[config.mk]
export PLATFORM = sky130hd
export DESIGN_NAME = msrv32_lsu_ctrl
export DESIGN_NICKNAME = d
export VERILOG_FILES = /design/src/rtl/msrv32_lsu_ctrl.sv
export SDC_FILE = /design/constraint.sdc
export NUM_CORES = 1
export LEC_CHECK = 0
export ABC_AREA = 1
export BUFFER_PORTS_ARGS = -buffer_cell sky130_fd_sc_hd__buf_4
export CAP_MARGIN = 20
export CORE_ASPECT_RATIO = 0.6
export CORE_MARGIN = 2
export CORE_UTILIZATION = 50
export DETAILED_ROUTE_END_ITERATION = 10
export PLACE_DENSITY = 0.78
export SLEW_MARGIN = 20
export SYNTH_ARGS = -nofsm -noshare
export SYNTH_HDL_FRONTEND = slang
export SYNTH_SLANG_ARGS = --single-unit
[constraint.sdc]
create_clock -name clk_in -period 7.2 [get_ports clk_in]
set_input_delay 1.08 -clock clk_in [delete_from_list [all_inputs] [get_ports clk_in]]
set_output_delay 1.08 -clock clk_in [all_outputs]
set_load 0.005 [all_outputs]
[src/rtl/msrv32_lsu_ctrl.sv]
`default_nettype none
// ============================================================================
// Module   : msrv32_lsu_ctrl
// Brief    : Stage-3 load/store controller. Issues valid/ready data-memory
//            requests, formats store lanes and extends load results.
// Revision : 1.0 - initial release
// ============================================================================
module msrv32_lsu_ctrl (
    input  logic        clk_in,
    input  logic        reset_in,
    input  logic        load_in,
    input  logic        store_in,
    input  logic [31:0] addr_in,
    input  logic [1:0]  load_size_in,
    input  logic        load_unsigned_in,
    input  logic [31:0] rs2_in,
    output logic        dmem_req_out,
    output logic        dmem_we_out,
    output logic [31:0] dmem_addr_out,
    output logic [31:0] dmem_wdata_out,
    output logic [3:0]  dmem_wmask_out,
    input  logic        dmem_ready_in,
    input  logic        dmem_rvalid_in,
    input  logic [31:0] dmem_rdata_in,
    output logic        stall_out,
    output logic [31:0] load_data_out,
    output logic        mem_done_out,
    output logic        misaligned_out
);

    typedef enum logic [1:0] {
        S_IDLE    = 2'd0,
        S_REQ     = 2'd1,
        S_WAIT_RD = 2'd2,
        S_DONE    = 2'd3
    } state_t;

    state_t      state_q, state_d;
    logic [31:0] addr_q;
    logic [1:0]  size_q;
    logic        uns_q;
    logic        we_q;
    logic [31:0] wdata_q;
    logic [3:0]  wmask_q;
    logic        req_q;
    logic        done_q;
    logic        mis_q;
    logic [31:0] load_data_q;

    logic        w_start;
    logic        w_misaligned;
    logic        w_we;
    logic [31:0] w_wdata;
    logic [3:0]  w_wmask;
    logic [31:0] w_shifted;
    logic [31:0] w_load_ext;

    // Decode of the incoming operation: alignment and store lane formatting.
    always_comb begin
        w_start      = load_in | store_in;
        w_we         = store_in & ~load_in;
        w_misaligned = ((load_size_in == 2'b01) & addr_in[0]) |
                       (load_size_in[1] & (addr_in[1:0] != 2'b00));
        case (load_size_in)
            2'b00: begin
                w_wdata = {4{rs2_in[7:0]}};
                w_wmask = 4'b0001 << addr_in[1:0];
            end
            2'b01: begin
                w_wdata = {2{rs2_in[15:0]}};
                w_wmask = 4'b0011 << addr_in[1:0];
            end
            default: begin
                w_wdata = rs2_in;
                w_wmask = 4'b1111;
            end
        endcase
        if (!w_we) begin
            w_wmask = 4'b0000;
        end
    end

    // Load extraction uses the latched address/size, not the live inputs.
    always_comb begin
        w_shifted = dmem_rdata_in >> {addr_q[1:0], 3'b000};
        case (size_q)
            2'b00:   w_load_ext = uns_q ? {24'd0, w_shifted[7:0]}
                                        : {{24{w_shifted[7]}}, w_shifted[7:0]};
            2'b01:   w_load_ext = uns_q ? {16'd0, w_shifted[15:0]}
                                        : {{16{w_shifted[15]}}, w_shifted[15:0]};
            default: w_load_ext = w_shifted;
        endcase
    end

    always_comb begin
        state_d = state_q;
        case (state_q)
            S_IDLE: begin
                if (w_start) begin
                    state_d = w_misaligned ? S_DONE : S_REQ;
                end
            end
            S_REQ: begin
                if (dmem_ready_in) begin
                    state_d = we_q ? S_DONE : S_WAIT_RD;
                end
            end
            S_WAIT_RD: begin
                if (dmem_rvalid_in) begin
                    state_d = S_DONE;
                end
            end
            default: state_d = S_IDLE;
        endcase
    end

    always_ff @(posedge clk_in or posedge reset_in) begin
        if (reset_in) begin
            state_q     <= S_IDLE;
            addr_q      <= 32'd0;
            size_q      <= 2'd0;
            uns_q       <= 1'b0;
            we_q        <= 1'b0;
            wdata_q     <= 32'd0;
            wmask_q     <= 4'd0;
            req_q       <= 1'b0;
            done_q      <= 1'b0;
            mis_q       <= 1'b0;
            load_data_q <= 32'd0;
        end else begin
            state_q <= state_d;
            req_q   <= (state_d == S_REQ);
            done_q  <= (state_d == S_DONE);
            // Only the IDLE path can reach DONE with a misaligned access.
            mis_q   <= (state_q == S_IDLE) & w_start & w_misaligned;
            if ((state_q == S_IDLE) && w_start && !w_misaligned) begin
                addr_q  <= addr_in;
                size_q  <= load_size_in;
                uns_q   <= load_unsigned_in;
                we_q    <= w_we;
                wdata_q <= w_wdata;
                wmask_q <= w_wmask;
            end
            if ((state_q == S_WAIT_RD) && dmem_rvalid_in) begin
                load_data_q <= w_load_ext;
            end
        end
    end

    assign dmem_req_out   = req_q;
    assign dmem_we_out    = we_q;
    assign dmem_addr_out  = {addr_q[31:2], 2'b00};
    assign dmem_wdata_out = wdata_q;
    assign dmem_wmask_out = wmask_q;
    assign mem_done_out   = done_q;
    assign misaligned_out = mis_q;
    assign load_data_out  = load_data_q;
    // Combinational so the pipeline freezes in the cycle the operation appears.
    assign stall_out      = ((state_q == S_IDLE) & w_start) |
                            (state_q == S_REQ) | (state_q == S_WAIT_RD);

endmodule
`default_nettype wire
== Word-level counts from Yosys, hierarchy flattened ==
Index checks and enable logic that the tools add are counted.

* Bits in registers: 109
* Bits in latches: 0
* Bits in writable memories: 0
* ROM bits: 0
* Input bits: 105
* Output and inout port bits: 105
* Memories kept: 0

* $add $sub $neg: 0
* Multiply operators: 0
* Divide/modulo/power cells: 0
* $lt $le $gt $ge: 0
* Equality and inequality tests: 6
* Shift-type cells: 3
* Muxes and demuxes: 12
* Bitwise operators: 10
* Reductions and logical operators: 8

{| class="wikitable"
|+ Operator list
! cell !! count
|-
| $pmux W32 S2 || 2
|-
| $mux W32 || 2
|-
| $shr A32 B5 Y32 || 1
|-
| $eq A2 B1 Y1 const B || 4
|-
| $mux W2 || 4
|-
| $pmux W4 S2 || 1
|-
| $logic_not A2 Y1 || 3
|-
| $pmux W2 S3 || 1
|-
| $and A1 B1 Y1 || 5
|-
| $eq A2 B2 Y1 const B || 2
|-
| $mux W4 || 1
|-
| $or A1 B1 Y1 || 4
|-
| $shl A1 B2 Y4 const A || 1
|-
| $shl A2 B2 Y4 const A || 1
|-
| $logic_and A1 B1 Y1 || 3
|-
| $reduce_bool A2 Y1 || 1
|-
| $logic_not A1 Y1 || 1
|-
| $mux W1 || 1
|-
| $not A1 Y1 || 1
|}

== Depth between registers and ports, before layout ==
Gate-level depths: netlist (run 1).

* Word-level depth: 7
* Gate-level depth with buffers: 10
* Gate-level depth less buffers: 8

== Worst setup path before layout (run 1) ==
No wires, ideal clock.

* Kind: input-to-output
* Start point: input port store_in
* End point: output port stall_out
* Arrival: 1.391 ns
* Required time: 6.120 ns
* Path slack: 4.729 ns
* Cell stages on the path: 4
* Cells stage by stage: nor2_1 > nor2_2 > nor2_1 > nand2_1

* Word-level cells in the longest chain between the ends: 4

{| class="wikitable"
|+ Ends and longest elaborated chain
! element !! line !! RTL
|-
| start: declaration || 12 || <nowiki>input logic store_in,</nowiki>
|-
| $or A1 B1 Y1 || 60 || <nowiki>w_start = load_in | store_in;</nowiki>
|-
| $and A1 B1 Y1 || 159 || <nowiki>assign stall_out = ((state_q == S_IDLE) & w_start) |</nowiki>
|-
| $or A1 B1 Y1 || 159 ||
|-
| $or A1 B1 Y1 || 160 || <nowiki>(state_q == S_REQ) | (state_q == S_WAIT_RD);</nowiki>
|-
| end: declaration || 25 || <nowiki>output logic stall_out,</nowiki>
|}

No other way between the ends.

== Worst setup path in the final report (run 1) ==
Same ends and word-level chain as after synthesis.

==> results of run 1 <==
## kinds of logic after synthesis
kind of cell	Yosys count	share of synthesized area, %
other cells	1	0.0671
flops	109	48.8
compound gates	69	6.51
buf+inv	122	11.9
simple gates	446	32.7
## power groups by stage
stage | sequential, mW | combinational [mW] | clock, mW
after global placement | 1.09 | 1.26 | 0
after detailed placement | 1.09 | 1.30 | 0
after CTS | 1.09 | 1.30 | 0.532
final | 1.09 | 1.29 | 0.521
after global routing | 1.12 | 1.46 | 0.556
after floorplan | 1.05 | 0.819 | 0
## registers in the layout, indices dropped and copies added, names as in the netlist
name / cells
dmem_we_out: 1
mem_done_out: 1
addr_q: 32
load_data_out: 32
size_q: 2
dmem_req_out: 1
dmem_wmask_out: 4
state_q: 2
dmem_wdata_out: 32
misaligned_out: 1
uns_q: 1
## cells in the final DEF (no fill, tap or decap), types with 9 or more instances in the layout
master	n
nand3_1	46
a21oi_1	21
nor2_1	42
nand2_1	327
buf_4	208
o21ai_0	40
inv_1	48
clkbuf_16	9
or2_2	23
dfrtp_1	109
## layout make-up
| type | instances | area (um^2) |
|---|---|---|
| repair buffers | 209 | 1570 |
| inverters | 54 | 205 |
| multi-input cells | 517 | 2200 |
| well taps | 139 | 174 |
| flip-flops and latches | 109 | 2730 |
| clock inverters | 6 | 78.8 |
| fillers | 920 | 3540 |
| clock buffers | 10 | 239 |
## stage by stage
step	hold WS, ns	utilization [%]	instance area [um^2]
final	0.484	67.0	7200
after global routing	0.508	67.0	7200
after CTS	0.486	67.0	7200
after detailed placement	0.467	64.0	6880
after global placement	0.463	64.0	6880
after floorplan	0.450	-	5590
## worst max-delay path, stage by stage
cell	delay, ns
buf_4	0.11
nor2_1	0.13
nor2_2	0.08
nor2_1	0.08
nand2_1	0.06
buf_4	0.13
## worst max path at each step
stage | endpoint | startpoint | slack [ns] | depth (start not counted)
2_1_floorplan | addr_q[0]$_DFFE_PP0P_ | reset_in | 3.25 | 1
3_3_place_gp | load_data_out[8]$_DFFE_PP0P_ | dmem_rvalid_in | 4.33 | 6
3_5_place_dp | load_data_out[8]$_DFFE_PP0P_ | dmem_rvalid_in | 4.23 | 6
4_1_cts | stall_out | store_in | 4.43 | 6
5_1_grt | load_data_out[13]$_DFFE_PP0P_ | dmem_rvalid_in | 4.31 | 6
6_report | stall_out | store_in | 4.44 | 6
## metal layers
layer | share of wire [%] | GRT usage [%]
met3 | 10 | 7.54
met2 | 44 | 39.8
met5 | 0.11 | 0
met4 | 0.79 | 4.36
met1 | 45 | 37.4
==> summary.md, run 1 <==
| Metric | Value |
|---|---|
| Num rows | `29` |
| Cells after Synth | `about 750` |
| Clock root buffer | `clkbuf_16` |
| Number of flops mapped to enable cells by yosys | `0` |
| Seq pwr share | `a little under two fifths` |
| Hold Path End | `addr_q[6]$_DFFE_PP0P_` |
| Die W | `approximately 140 um` |
| Critical path launch point type | `input port` |
| Slew @ Worst Pin | `between 1 and 1.5 ns` |
| Initial antenna violation count | `1` |
| Seq/Total Area, Yosys | `48.8%` |
| Status | `complete, no violations` |
| Detail Route Antenna Nets | `0` |
| Critical Path AT | `1.68 ns` |
| Worst-skew pair later-pin latency | `between 0.3 and 0.4 ns` |
| Post-route minimum period | `about 2.8 ns` |
| CP Class | `input port to output port` |
| Final Worst Setup Slack | `4.44 ns` |
| Setup-failing EPs final | `0` |
| DP Cell Count | `between 1000 and 1500` |
| Die ar. | `roughly 0.012 mm^2` |
| I/O Pins | `210` |
| Number of iterations in the first detailed-routing pass | `5` |
| Hold Crit Depth | `2` |
| Leak pwr | `between 4 and 5 nW` |
| Main flop type after synthesis | `dfrtp_1` |
| Clk_skew | `between 0.004 and 0.005 ns` |
| Commonest cells in the netlist | `nand2_1, dfrtp_1, inv_1` |
| Ratio of cells with drive above 1 in the final layout | `between 20 and 30%` |
| Synthesized flop and latch total | `between 100 and 150` |
| Cell taking the most area after synthesis | `dfrtp_1` |
| Crit Path Max Fanout | `4` |
| Combinational power share | `between 40 and 50%` |
| Vert. Die Dim | `85.9 um` |
| Core area | `0.0107 mm^2` |
| Final Hold Viols | `0` |
| Switching Share | `~38%` |
| Antenna diode instance count | `0` |
| Worst hold path class | `flip-flop to flip-flop` |
| Most frequent cell after synthesis | `nand2_1` |
| Total of max-cap violations | `0` |
| Post-synthesis cell type count | `21` |
| IO Port Bufs | `between 200 and 250` |
| Power consumption | `between 2 and 3 mW` |
| Internal | `1.81 mW` |
| CP endpoint kind | `output port` |
| Worst path required time | `between 6 and 7 ns` |
| YS warnings | `0` |
| DRC | `0` |
| First-pass GRT wire length | `roughly 25000 um` |
| Worst R2R Setup Slack | `about 4.6 ns` |
| Max transition margin | `between 30% and 40%` |
| Post-DP HPWL | `about 11000 um` |
| Worst Reg-to-Reg Cells | `7` |
| Hold path startpoint | `addr_q[6]$_DFFE_PP0P_` |
| Sink Count | `about 110` |
| PD cells | `between 400 and 500 mW/mm^2` |
| Clock share of power | `~18%` |
| Worst R2R Start | `addr_q[0]$_DFFE_PP0P_` |
| CTS tree | `built` |
| Syn Std Cell Area | `roughly 0.0056 mm^2` |
| RSZ-0062 raised after global routing | `no` |
| Avg Cell Area, Syn | `~7.5 um^2` |
| Global placer's final weighted congestion | `0.953` |
| Net count, final | `between 1000 and 1500` |
| GRT overflow | `0` |
| Worst slack at placement | `about 4.2 ns` |
| Share of the synthesized area in the top cell type | `48.8%` |
| Largest net degree at the start of global routing | `94` |
| Psw | `~1.1 mW` |
| Area grow syn2layout | `28.8%` |
| Sum Neg Setup Slack | `0 ns` |
| Routed len/inst | `between 10 and 15 um` |
| FFs w/ async S/R, synth | `between 90% and 100%` |
| H-Tree Depth | `3` |
| Top post-synthesis cells by area | `dfrtp_1, nand2_1, buf_4, nand3_1, o21ai_0` |
| Reg clk slew, reported paths | `about 0.070 ns` |
| Clock buffer depth | `2` |
| Initial core utilization | `between 50% and 60%` |
| Max Fclk | `0.362 GHz` |
| Total number of vias | `between 5000 and 6000` |
| Fin. max-slew vios | `0` |
| Post-CTS Setup Repair Bufs | `0` |
| Post-CTS sizing | `0` |
| FF-to-FF End | `load_data_out[24]$_DFFE_PP0P_` |
| CTS buffer count | `9` |
| Total Routing Usage GR | `~26%` |
| Initial DRC count | `approximately 470` |
| Total routed wirelength | `about 15000 um` |
| Via density | `about 5.1` |
| Maximum vdd drop | `approximately 0.19 mV` |
| Vias in the first global route | `between 5000 and 6000` |
| Final period util | `around two fifths` |
| Cts hold-fix bufs | `0` |
| Fin cells | `1044` |
Power figures use the tool's default switching activity.
==> run 2, diff against run 1 <==
==> constraint.sdc (replaced) <==
create_clock -name clk_in -period 2.7 [get_ports clk_in]
set_input_delay 0.405 -clock clk_in [delete_from_list [all_inputs] [get_ports clk_in]]
set_output_delay 0.405 -clock clk_in [all_outputs]
set_load 0.005 [all_outputs]
==> run 2 against run 1 <==
Hold slack worse by 0.35 ns. Register-to-register slack got worse by 3.7 ns. Routed wire length is essentially flat. Non-clock buffer count increased by 6. Largest cell class unchanged.
==> summary.md, run 2 (synthesis gave the netlist of run 1 again) <==
| Metric | Value |
|---|---|
| Leak pwr | `4.11 nW (+0.58%)` |
| Worst-skew pair later-pin latency | `0.35 ns (about the same)` |
| Status | `complete, no violations` |
| FF-to-FF End | `dmem_we_out$_DFFE_PP0P_` |
| Post-CTS Setup Repair Bufs | `0 (unchanged)` |
| IO Port Bufs | `207 (unchanged)` |
| Initial DRC count | `438 (-5.8%)` |
| Switching Share | `38.1% (+0.27 points)` |
| Via density | `4.99 (-1.5%)` |
| Post-route minimum period | `approximately 1.8 ns` |
| PD cells | `1060 mW/mm^2 (+160%)` |
| Worst path required time | `2.93 ns (-3.19 ns)` |
| Final period util | `between 60% and 70%` |
| Worst R2R Start | `state_q[1]$_DFF_PP0_` |
| First-pass GRT wire length | `24300 um (-3.0%)` |
| Vias in the first global route | `4865 (-4.3%)` |
| Most frequent cells in the layout | `nand2_1, buf_4, dfrtp_1, inv_1, nand3_1` |
| Die ar. | `0.0121 mm^2 (unchanged)` |
| Post-DP HPWL | `11200 um (+1.2%)` |
| Global placer's final weighted congestion | `0.926 (-2.9%)` |
| Final Hold Viols | `0 (unchanged)` |
| Reg clk slew, reported paths | `0.08 ns (about the same)` |
| DRC | `0 (unchanged)` |
| Worst hold path class | `input port to async pin` |
| Fin cells | `1050 (+0.57%)` |
| Initial core utilization | `52.1% (unchanged)` |
| Seq pwr share | `37.1% (-0.5 points)` |
| Combinational power share | `46.0% (+1.5 points)` |
| Antenna diode instance count | `0 (unchanged)` |
| Fillers | `918 (-0.22%)` |
| Critical Path AT | `2.04 ns (+0.36 ns)` |
| H-Tree Depth | `3 (unchanged)` |
| Maximum vdd drop | `0.502 mV (+160%)` |
| Commonest non-fill, non-tap cell in the layout | `nand2_1` |
| Vert. Die Dim | `85.9 um (unchanged)` |
| CP endpoint kind | `flip-flop` |
| Worst Reg-to-Reg Cells | `7 (unchanged)` |
| Max transition margin | `34.4% (+1.2 points)` |
| Crit Path Max Fanout | `26 (+22)` |
| Worst R2R Setup Slack | `0.89 ns (-3.71 ns)` |
| Clk_skew | `0.00880 ns (+0.00418 ns)` |
| Clock root buffer | `clkbuf_16` |
| Net count, final | `1011 (+0.60%)` |
| Clock buffer depth | `2 (unchanged)` |
| Total number of vias | `5238 (-0.91%)` |
| Sum Neg Setup Slack | `0 ns (unchanged)` |
| CP Class | `flip-flop to flip-flop` |
| Initial antenna violation count | `0 (-1)` |
| Critical path launch point type | `flip-flop` |
| Core area | `0.0107 mm^2 (unchanged)` |
| GRT overflow | `0 (unchanged)` |
| Area grow syn2layout | `29.6%` |
| CP endpoint | `dmem_we_out$_DFFE_PP0P_` |
| Total Routing Usage GR | `25.3% (-0.59 points)` |
| Num rows | `29 (unchanged)` |
| Clock share of power | `16.8% (-1.1 points)` |
| I/O Pins | `210 (unchanged)` |
| Total routed wirelength | `15100 um (about the same)` |
| CTS tree | `built` |
| Largest net degree at the start of global routing | `94 (unchanged)` |
| Post-CTS sizing | `0 (unchanged)` |
| Cts hold-fix bufs | `0 (unchanged)` |
| Internal | `4.77 mW (+160%)` |
| Worst Setup SP | `state_q[1]$_DFF_PP0_` |
| Sink Count | `109 (unchanged)` |
| Setup-failing EPs final | `0 (unchanged)` |
| CTS buffer count | `9 (unchanged)` |
| Psw | `2.93 mW (+170%)` |
| Routed len/inst | `14.4 um (-0.67%)` |
| Die W | `141 um (unchanged)` |
| Max Fclk | `~0.55 GHz` |
| DP Cell Count | `1034 (+0.58%)` |
| RSZ-0062 raised after global routing | `no` |
| Multi-input logic area | `0.00220 mm^2 (unchanged)` |
| Storage element area | `0.00273 mm^2 (unchanged)` |
| Number of iterations in the first detailed-routing pass | `5 (unchanged)` |
| Detail Route Antenna Nets | `0 (unchanged)` |
| Total of max-cap violations | `0 (unchanged)` |
| Ratio of cells with drive above 1 in the final layout | `29.3% (+0.47 points)` |
| Fin. max-slew vios | `0 (unchanged)` |
| Slew @ Worst Pin | `0.983 ns (-0.0181 ns)` |
-- run 2: cell count changes in the layout (fill, tap and decap cells not counted) --
| cell | change |
|---|---|
| inv_6 | +2 |
| clkinv_2 | +1 |
| bufinv_16 | -1 |
| clkinvlp_4 | +1 |
| buf_4 | +5 |
| clkinv_8 | +1 |
| buf_12 | +2 |
| inv_8 | -2 |
| buf_6 | -1 |
| inv_4 | -1 |
| clkinv_4 | -1 |
-- run 2: per-layer routing --
layer / vias to the layer above / part of all wire, % / global-route usage, %
li1: 2584 / - / -
met1: 2398 / 47 / 37.4
met2: 240 / 43 / 37.5
met3: 16 / 9.4 / 7.26
met4: 0 / 1.2 / 5.27
met5: - / 0 / 0
-- run 2: area by class of cell --
cell class	instances	share of cell area, %
tap	139	2.40
inverter	54	2.85
sequential	109	37.7
clock buffer	10	3.30
multi-input combinational	517	30.4
clock inverter	6	0.777
timing repair buffer	215	22.6
-- run 2: through the flow --
| stage | total power, mW | setup WS (ns) | hold WS [ns] | util [%] | cell area (um^2) |
|---|---|---|---|---|---|
| global placement | 6.31 | 0.771 | 0.464 | 64.7 | 6950 |
| finish | 7.71 | 0.891 | 0.131 | 67.5 | 7240 |
| CTS | 7.76 | 0.911 | 0.136 | 67.5 | 7240 |
| detailed placement | 6.44 | 0.730 | 0.470 | 64.7 | 6950 |
| global route | 8.30 | 0.695 | 0.170 | 67.5 | 7240 |
| floorplan | 4.99 | 0.980 | 0.450 | - | 5600 |
-- run 2: worst max-delay path, cell delays in order (launching register included) --
cell and delay, ns:
dfrtp_1 0.43, inv_1 0.07, nand2_1 0.06, nor2_2 0.20, nand3_2 0.15, inv_2 0.34, buf_4 0.34, o21ai_0 0.11
-- run 2: power by group through the flow --
stage / logic [mW] / registers, mW / clock network, mW
final: 3.55 / 2.86 / 1.30
after floorplan: 2.19 / 2.81 / 0
after CTS: 3.57 / 2.87 / 1.33
after global routing: 3.97 / 2.96 / 1.38
after global placement: 3.46 / 2.85 / 0
after detailed placement: 3.56 / 2.87 / 0
-- run 2: worst min-delay path by stage --
stage / from / end / cells after the start
final: reset_in / dmem_wdata_out[30]$_DFFE_PP0P_ / 2
after global routing: reset_in / dmem_wdata_out[30]$_DFFE_PP0P_ / 2
after CTS: reset_in / dmem_wdata_out[8]$_DFFE_PP0P_ / 2
after detailed placement: addr_q[27]$_DFFE_PP0P_ / addr_q[27]$_DFFE_PP0P_ / 2
after global placement: addr_q[5]$_DFFE_PP0P_ / addr_q[5]$_DFFE_PP0P_ / 2
after floorplan: addr_q[10]$_DFFE_PP0P_ / addr_q[10]$_DFFE_PP0P_ / 2
